==> src/rtl/cla_pkg.sv <==
// cla_pkg: shared helpers for the pipelined carry-lookahead adder.
// Geometry helpers, saturation limits and parameter legality check.
package cla_pkg;

  function automatic int clog2(input int v);
    int r;
    r = 0;
    for (int i = 0; i < 32; i++)
      if ((1 << r) < v) r++;
    return r;
  endfunction

  // Lookahead groups per operand.
  function automatic int g_bits(input int w, input int g);
    return w / g;
  endfunction

  // Operand bits resolved per slice.
  function automatic int st_bits(input int w, input int s);
    return w / s;
  endfunction

  function automatic logic [63:0] sat_max(input int w);
    return (64'd1 << (w - 1)) - 64'd1;
  endfunction

  function automatic logic [63:0] sat_min(input int w);
    return 64'd1 << (w - 1);
  endfunction

  function automatic bit params_ok(input int w, input int g,
                                   input int s);
    return (w > 1) && (g > 0) && (s >= 1) && (w <= 64) &&
           (w % g == 0) && ((w / g) % s == 0);
  endfunction

endpackage

==> src/rtl/cla_group.sv <==
// cla_group: combinational GROUP-bit lookahead adder slice.
// Ports: a, b, cin in; sum, gg (group generate), gp (group propagate), cout out.
module cla_group #(
  parameter int GROUP = 4
) (
  input  logic [GROUP-1:0] a,
  input  logic [GROUP-1:0] b,
  input  logic             cin,
  output logic [GROUP-1:0] sum,
  output logic             gg,
  output logic             gp,
  output logic             cout
);

  logic [GROUP-1:0] g;
  logic [GROUP-1:0] p;
  logic [GROUP:0]   c;

  always_comb begin
    g    = a & b;
    p    = a ^ b;
    c    = '0;
    c[0] = cin;
    gg   = 1'b0;
    for (int i = 0; i < GROUP; i++) begin
      c[i+1] = g[i] | (p[i] & c[i]);
      gg     = g[i] | (p[i] & gg);
    end
    gp   = &p;
    sum  = p ^ c[GROUP-1:0];
    cout = c[GROUP];
  end

endmodule

==> src/rtl/cla_pipe_adder.sv <==
// cla_pipe_adder: pipelined CLA add/sub, STAGES slices, valid/ready, ovf.
// Ports: clk, rst_n, in_valid/in_ready, a, b, cin, sub,
//   out_valid/out_ready, sum, cout, ovf. Macro CLA_PIPE_SAT_EN: saturate.
module cla_pipe_adder
  import cla_pkg::*;
#(
  parameter int WIDTH  = 16,
  parameter int GROUP  = 4,
  parameter int STAGES = 2
) (
  input  logic             clk,
  input  logic             rst_n,
  input  logic             in_valid,
  output logic             in_ready,
  input  logic [WIDTH-1:0] a,
  input  logic [WIDTH-1:0] b,
  input  logic             cin,
  input  logic             sub,
  output logic             out_valid,
  input  logic             out_ready,
  output logic [WIDTH-1:0] sum,
  output logic             cout,
  output logic             ovf
);

  localparam int G   = g_bits(WIDTH, GROUP);
  localparam int GPS = G / STAGES;
  localparam int SB  = st_bits(WIDTH, STAGES);

  if (!params_ok(WIDTH, GROUP, STAGES)) begin : g_bad
    $error("cla_pipe_adder: illegal WIDTH/GROUP/STAGES");
  end

  // Index k is the input of slice k; index STAGES is the output slice.
  logic [STAGES:0]            pv;
  logic [STAGES:0]            pc;
  logic [STAGES:0]            rdy;
  logic [STAGES:0][WIDTH-1:0] pa;
  logic [STAGES:0][WIDTH-1:0] pb;
  logic [STAGES:0][WIDTH-1:0] ps;

  logic [G-1:0][GROUP-1:0] gs;
  logic [G-1:0]            gco;

  assign pv[0] = in_valid;
  assign pa[0] = a;
  assign pb[0] = sub ? ~b : b;
  assign pc[0] = sub | cin;
  assign ps[0] = '0;

  always_comb begin
    rdy         = '0;
    rdy[STAGES] = out_ready;
    for (int k = STAGES - 1; k >= 0; k--)
      rdy[k] = !pv[k+1] || rdy[k+1];
  end

  assign in_ready = rdy[0];

  for (genvar j = 0; j < G; j++) begin : g_grp
    localparam int K = j / GPS;
    logic ci;
    logic ggl;
    logic gpl;

    // First group of a slice takes the registered slice carry;
    // later groups chain through the previous group's gg/gp.
    if (j % GPS == 0) begin : g_first
      assign ci = pc[K];
    end else begin : g_chain
      assign ci = g_grp[j-1].ggl |
                  (g_grp[j-1].gpl & g_grp[j-1].ci);
    end

    cla_group #(.GROUP(GROUP)) u_grp (
      .a    (pa[K][j*GROUP +: GROUP]),
      .b    (pb[K][j*GROUP +: GROUP]),
      .cin  (ci),
      .sum  (gs[j]),
      .gg   (ggl),
      .gp   (gpl),
      .cout (gco[j])
    );
  end

  for (genvar k = 0; k < STAGES; k++) begin : g_stg
    localparam int L = (k + 1) * GPS - 1;
    logic             v_q;
    logic             c_q;
    logic [WIDTH-1:0] a_q;
    logic [WIDTH-1:0] b_q;
    logic [WIDTH-1:0] s_q;
    logic [WIDTH-1:0] ns;
    logic             co;

    assign co = g_grp[L].ggl | (g_grp[L].gpl & g_grp[L].ci);

    always_comb begin
      ns = ps[k];
      for (int i = 0; i < GPS; i++)
        ns[k*SB + i*GROUP +: GROUP] = gs[k*GPS + i];
    end

    always_ff @(posedge clk or negedge rst_n) begin
      if (!rst_n) begin
        v_q <= 1'b0;
        c_q <= 1'b0;
        a_q <= '0;
        b_q <= '0;
        s_q <= '0;
      end else begin
        if (rdy[k]) v_q <= pv[k];
        if (rdy[k] && pv[k]) begin
          c_q <= co;
          a_q <= pa[k];
          b_q <= pb[k];
          s_q <= ns;
        end
      end
    end

    assign pv[k+1] = v_q;
    assign pc[k+1] = c_q;
    assign pa[k+1] = a_q;
    assign pb[k+1] = b_q;
    assign ps[k+1] = s_q;
  end

  logic             a_msb;
  logic             b_msb;
  logic [WIDTH-1:0] s_last;

  assign a_msb  = pa[STAGES][WIDTH-1];
  assign b_msb  = pb[STAGES][WIDTH-1];
  assign s_last = ps[STAGES];

  assign out_valid = pv[STAGES];
  assign cout      = pc[STAGES];
  // Same-sign operands with a differing result sign is the
  // carry-into-MSB xor carry-out-of-MSB condition.
  assign ovf       = (a_msb == b_msb) && (s_last[WIDTH-1] != a_msb);

`ifdef CLA_PIPE_SAT_EN
  localparam logic [WIDTH-1:0] SMAX = WIDTH'(sat_max(WIDTH));
  localparam logic [WIDTH-1:0] SMIN = WIDTH'(sat_min(WIDTH));
  assign sum = ovf ? (a_msb ? SMIN : SMAX) : s_last;
`else
  assign sum = s_last;
`endif

  logic unused_ok;
  assign unused_ok = ^{gco, pa[STAGES][WIDTH-2:0],
                       pb[STAGES][WIDTH-2:0]};

endmodule

==> config.mk <==
export PLATFORM = sky130hd
export DESIGN_NAME = cla_pipe_adder
export DESIGN_NICKNAME = d
export VERILOG_FILES = /design/src/rtl/cla_pkg.sv /design/src/rtl/cla_group.sv /design/src/rtl/cla_pipe_adder.sv
export SDC_FILE = /design/constraint.sdc
export NUM_CORES = 1
export LEC_CHECK = 0
export ABC_AREA = 1
export CELL_PAD_IN_SITES_DETAIL_PLACEMENT = 0
export CELL_PAD_IN_SITES_GLOBAL_PLACEMENT = 1
export CORE_AREA = 5 5 105 77
export DETAILED_ROUTE_END_ITERATION = 6
export DIE_AREA = 0 0 110 82
export GPL_ROUTABILITY_DRIVEN = 0
export PLACE_DENSITY = 0.88
export RECOVER_POWER = 100
export SLEW_MARGIN = 15
export SYNTH_ARGS = -nofsm -noshare
export SYNTH_HDL_FRONTEND = slang
export SYNTH_HIERARCHICAL = 1
export SYNTH_SLANG_ARGS = --single-unit
==> constraint.sdc <==
create_clock -name clk -period 5.25 [get_ports clk]
set_input_delay 1.05 -clock clk [delete_from_list [all_inputs] [get_ports clk]]
set_output_delay 1.05 -clock clk [all_outputs]
set_load 0.01 [all_outputs]
**Yosys cells after proc, flatten, opt, wreduce, memory -nomap -nowiden**

Index checks and enable logic that the tools add are counted.

- Add/subtract/negate cells: 0
- Multipliers: 0
- Divide/modulo/power cells: 0
- Magnitude comparators: 0
- Eq/ne operators: 2
- Shift operators: 0
- Muxes and demuxes: 1
- Bitwise operators: 70
- Reductions and logical operators: 11

Operator list:

| operator | number |
|---|---|
| 4-bit bitwise XOR | 8 |
| 1-bit OR | 29 |
| 1-bit bitwise AND | 28 |
| 4-bit bitwise AND | 4 |
| 16-bit two-way mux | 1 |
| 16-bit NOT | 1 |
| 4-bit AND reduction | 4 |
| 1-bit logical AND | 3 |
| 1-bit logical NOT | 2 |
| 1-bit logical OR | 2 |
| 1-bit equality test | 1 |
| 1-bit != test | 1 |

- Register bits after elaboration: 92
- Latch bits: 0
- RAM bits: 0
- Memory bits (read-only): 0
- Input port bits: 38
- Word-level logic and storage cells: 94
- Memories kept: 0

**Logic depth before layout (Yosys ltp)**

- Depth after elaboration: 17
- Mapped depth: 20
- Depth with buffers taken out: 18

**Modules after synthesis**

Netlist, hierarchy kept.

Modules (own cells, without submodules):

| module | times used | cells each | area each (um2) |
|---|---|---|---|
| cla_pipe_adder | 1 | 214 | 1940.6 |
| cla_group at g_grp[2].u_grp ... | 2 | 29 | 211.5 |
| cla_group at g_grp[1].u_grp | 1 | 30 | 212.7 |
| cla_group at g_grp[0].u_grp | 1 | 28 | 209.0 |

**Worst setup path after synthesis**

Ideal clock, no wire load.

- Path type: input to register
- From: input sub
- To: register g_stg[0].s_q[7]
- Library setup time: 0.065 ns
- Arrival time: 3.702 ns
- Data required time: 5.185 ns
- Slack: 1.484 ns
- Stages: 20
- Cell sequence: buf_6 buf_6 xor2_1 ha_1 nand2_1 nand2_2 nand2_1 nand2_1 inv_1 nand2_1 inv_1 fa_1 inv_1 fa_1 fa_1 inv_1 fa_1 inv_1 nand2_1 nand2_1

RTL lines:

| what | RTL line | text |
|---|---|---|
| start, declared | cla_pipe_adder.sv:18 | `input logic sub,` |
| end signal, assigned | cla_pipe_adder.sv:117 | `s_q <= ns;` |
| end, declared | cla_pipe_adder.sv:92 | `logic [WIDTH-1:0] s_q;` |

==> run_results.csv <==
group,metric,value,unit
cts,ctsRootBufferMaster,"clkbuf_8",
drt,routed_wirelength,5703,µm
global_routing,grt_max_degree,47,
cts,cts_inserted_buffers,5,
run_status,violations,"max-capacitance violations, max-slew violations",
pwr,irDropWorstVdd,0.1189,mV
cts,clock_latency,0.29,ns
logic_synthesis,yosysWarnings,6,
drt,dr_total_vias,2087,
sta,period_minus_slack,4.177,ns
cts,cts.htree.levels,2,
placement,detailedPlacementHpwl,4363,µm
drt,iteration_0_drc_markers,101,
run_status,outcome,"finished, violations left",
cts,cts_hold_buf,0,
sta,slew_headroom,-0.6028,
floorplanning,io_pins,58,
global_routing,globalRouteOverflowTotal,0,
logic_synthesis,syn-instance-count,326,
final_layout,finish.cell_count_without_fillers,479,
cts,cts_setup_buffers,0,
sta,finalHoldWorstSlack,0.4719,ns
placement,port_buffers,57,
setup_path,type_of_element_launching_the_critical_path,"input pin",
sta,fin_skew,0.003810,ns
pwr,powerDensity,348.9,nW/µm²
global_routing,first_global_vias,2037,
flow_run,maxCapViolCount,1,
floorplanning,rows,26,
sta,timing.setup.tns,0,ns
logic_synthesis,mappedNetlistNets,396,
setup_path,cp_data_arrival_time,4.41,ns
sta,final.period_utilization,0.7957,
final_layout,layout.filler_cells,714,
final_layout,area_delta_synth_final,24.93,%
sta,fmax,239.4,MHz
drt,routedWlPerCell,11.91,µm
final_layout,layout_cells_sized_above_1,0.02362,
global_routing,grt_pass1_wl,9604,µm
placement,post-place-cells,473,
cts,clock_tree.buffer_depth,2,
cts,cts.reportedPaths.clkPinSlew,0.08,ns
sta,timing_max_transition_violations_final,47,
pwr,power.leakage,0.001829,µW
sta,setup_repair_after_global_routing_missed_its_margin,"false",
logic_synthesis,syn_avg_cell_area,8.497,µm²
floorplanning,chipHeight,82,µm
sta,finalHoldViolations,0,
final_layout,final_layout_net_count,452,
sta,setup_viol,0,
cts,cts_tree,"yes",
logic_synthesis,synthesized_cell_area,2770,µm²
global_routing,number_of_antenna_violations_at_the_first_check_in_global_routing,0,
cts,cts.sinks,46,
drt,antenna_left,0,
setup_path,crit_required,5.48,ns
floorplanning,initial_core_util,0.3924,
sta,worst_slew_pin_slew,2.404,ns
final_layout,insertedDiodeCount,0,
global_routing,grt.total_usage,0.1396,
hold_path,hold_class,"flip-flop to flip-flop",
setup_path,critical_path_peak_fanout,7,
drt,per_cell_via_count_in_the_routed_design,4.357,
drt,remaining_drc_errors,0,
setup_path,path_class,"input pin to flip-flop",
pwr,fin_total_pwr,1208,µW
floorplanning,die-area,9020,µm²
cts,cts_resized,0,
drt,drt_pre_antenna_iters,4,
floorplanning,core_area,7059,µm²
setup_path,endpoint_kind,"flip-flop",
floorplanning,die_w,110,µm
[cell usage in the layout (no fill, tap or decap), types with 2 or more instances in the layout]
cell	instances
fa_1	16
o21ai_0	12
nand2_1	136
dlygate4sd3_1	22
nand4_1	2
dfrtp_1	46
nor2_1	14
clkbuf_8	6
xor2_1	8
a21oi_1	4
ha_1	16
inv_1	51
xnor2_1	8
clkdlybuf4s50_1	34
[flip-flops by register name (all words and copies together) (netlist names)]
name	cells
g_grp.ci	1
cout	1
g_stg.v_q	1
sum	16
g_stg.a_q	9
g_stg.b_q	9
g_stg.s_q	8
out_valid	1
[metal layers]
layer	routed length [µm]	up-vias	share of wire	global-route usage
met4	53	0	0.0093	0.04483
li1	-	1066	-	-
met2	2668	48	0.47	0.2240
met3	318	5	0.056	0.03614
met5	0	-	0	0
met1	2664	968	0.47	0.1849
[cell type report]
type / instances / area, µm² / area share
multi-input cells: 220 / 1341 / 0.3876
inverters: 51 / 191.4 / 0.05531
flip-flops and latches: 46 / 1151 / 0.3326
repair buffers: 58 / 571.8 / 0.1652
well taps: 98 / 122.6 / 0.03543
clock buffers: 6 / 82.58 / 0.02386
[worst paths after layout]
| path | from | endpoint | slack (ns) | depth (start not counted) |
|---|---|---|---|---|
| min | g_stg[0].s_q[0] | sum[0] | 0.47 | 2 |
| max | sub | g_stg[0].s_q[7] | 1.07 | 19 |
| min in group asynchronous | rst_n | sum[12] | 1.48 | 1 |
| max reg2reg | g_stg[0].a_q[11] | sum[15] | 2.16 | 16 |
| min reg2reg | g_stg[0].s_q[0] | sum[0] | 0.47 | 2 |
| max in group asynchronous | rst_n | sum[15] | 2.41 | 1 |
[worst max-delay path, stage by stage]
cell and delay (ns):
dlygate4sd3_1 0.74, xor2_1 0.30, ha_1 0.29, nand2_1 0.09, inv_1 0.05, nand2_1 0.05
nand2_1 0.04, inv_1 0.05, nand2_1 0.07, inv_1 0.08, fa_1 0.16, inv_1 0.05
fa_1 0.37, fa_1 0.37, inv_1 0.08, fa_1 0.40, inv_1 0.06, nand2_1 0.04
nand2_1 0.07
[metrics by stage]
| step | utilization | setup slack (ns) | area (µm²) |
|---|---|---|---|
| after CTS | 0.4922 | 1.131 | 3475 |
| after floorplan | - | 1.484 | 2770 |
| final | 0.4903 | 1.073 | 3461 |
| after detailed placement | 0.4805 | 0.8224 | 3392 |
| after global routing | 0.4903 | 0.8104 | 3461 |
| after global placement | 0.4805 | 0.9763 | 3392 |
[where the power goes]
group | total, µW | switching, µW | internal (µW)
registers | 523 | 66.5 | 456
logic | 471 | 247 | 224
clock network | 213 | 111 | 102
total | 1210 | 425 | 782
(Power assumes the default switching activity.)
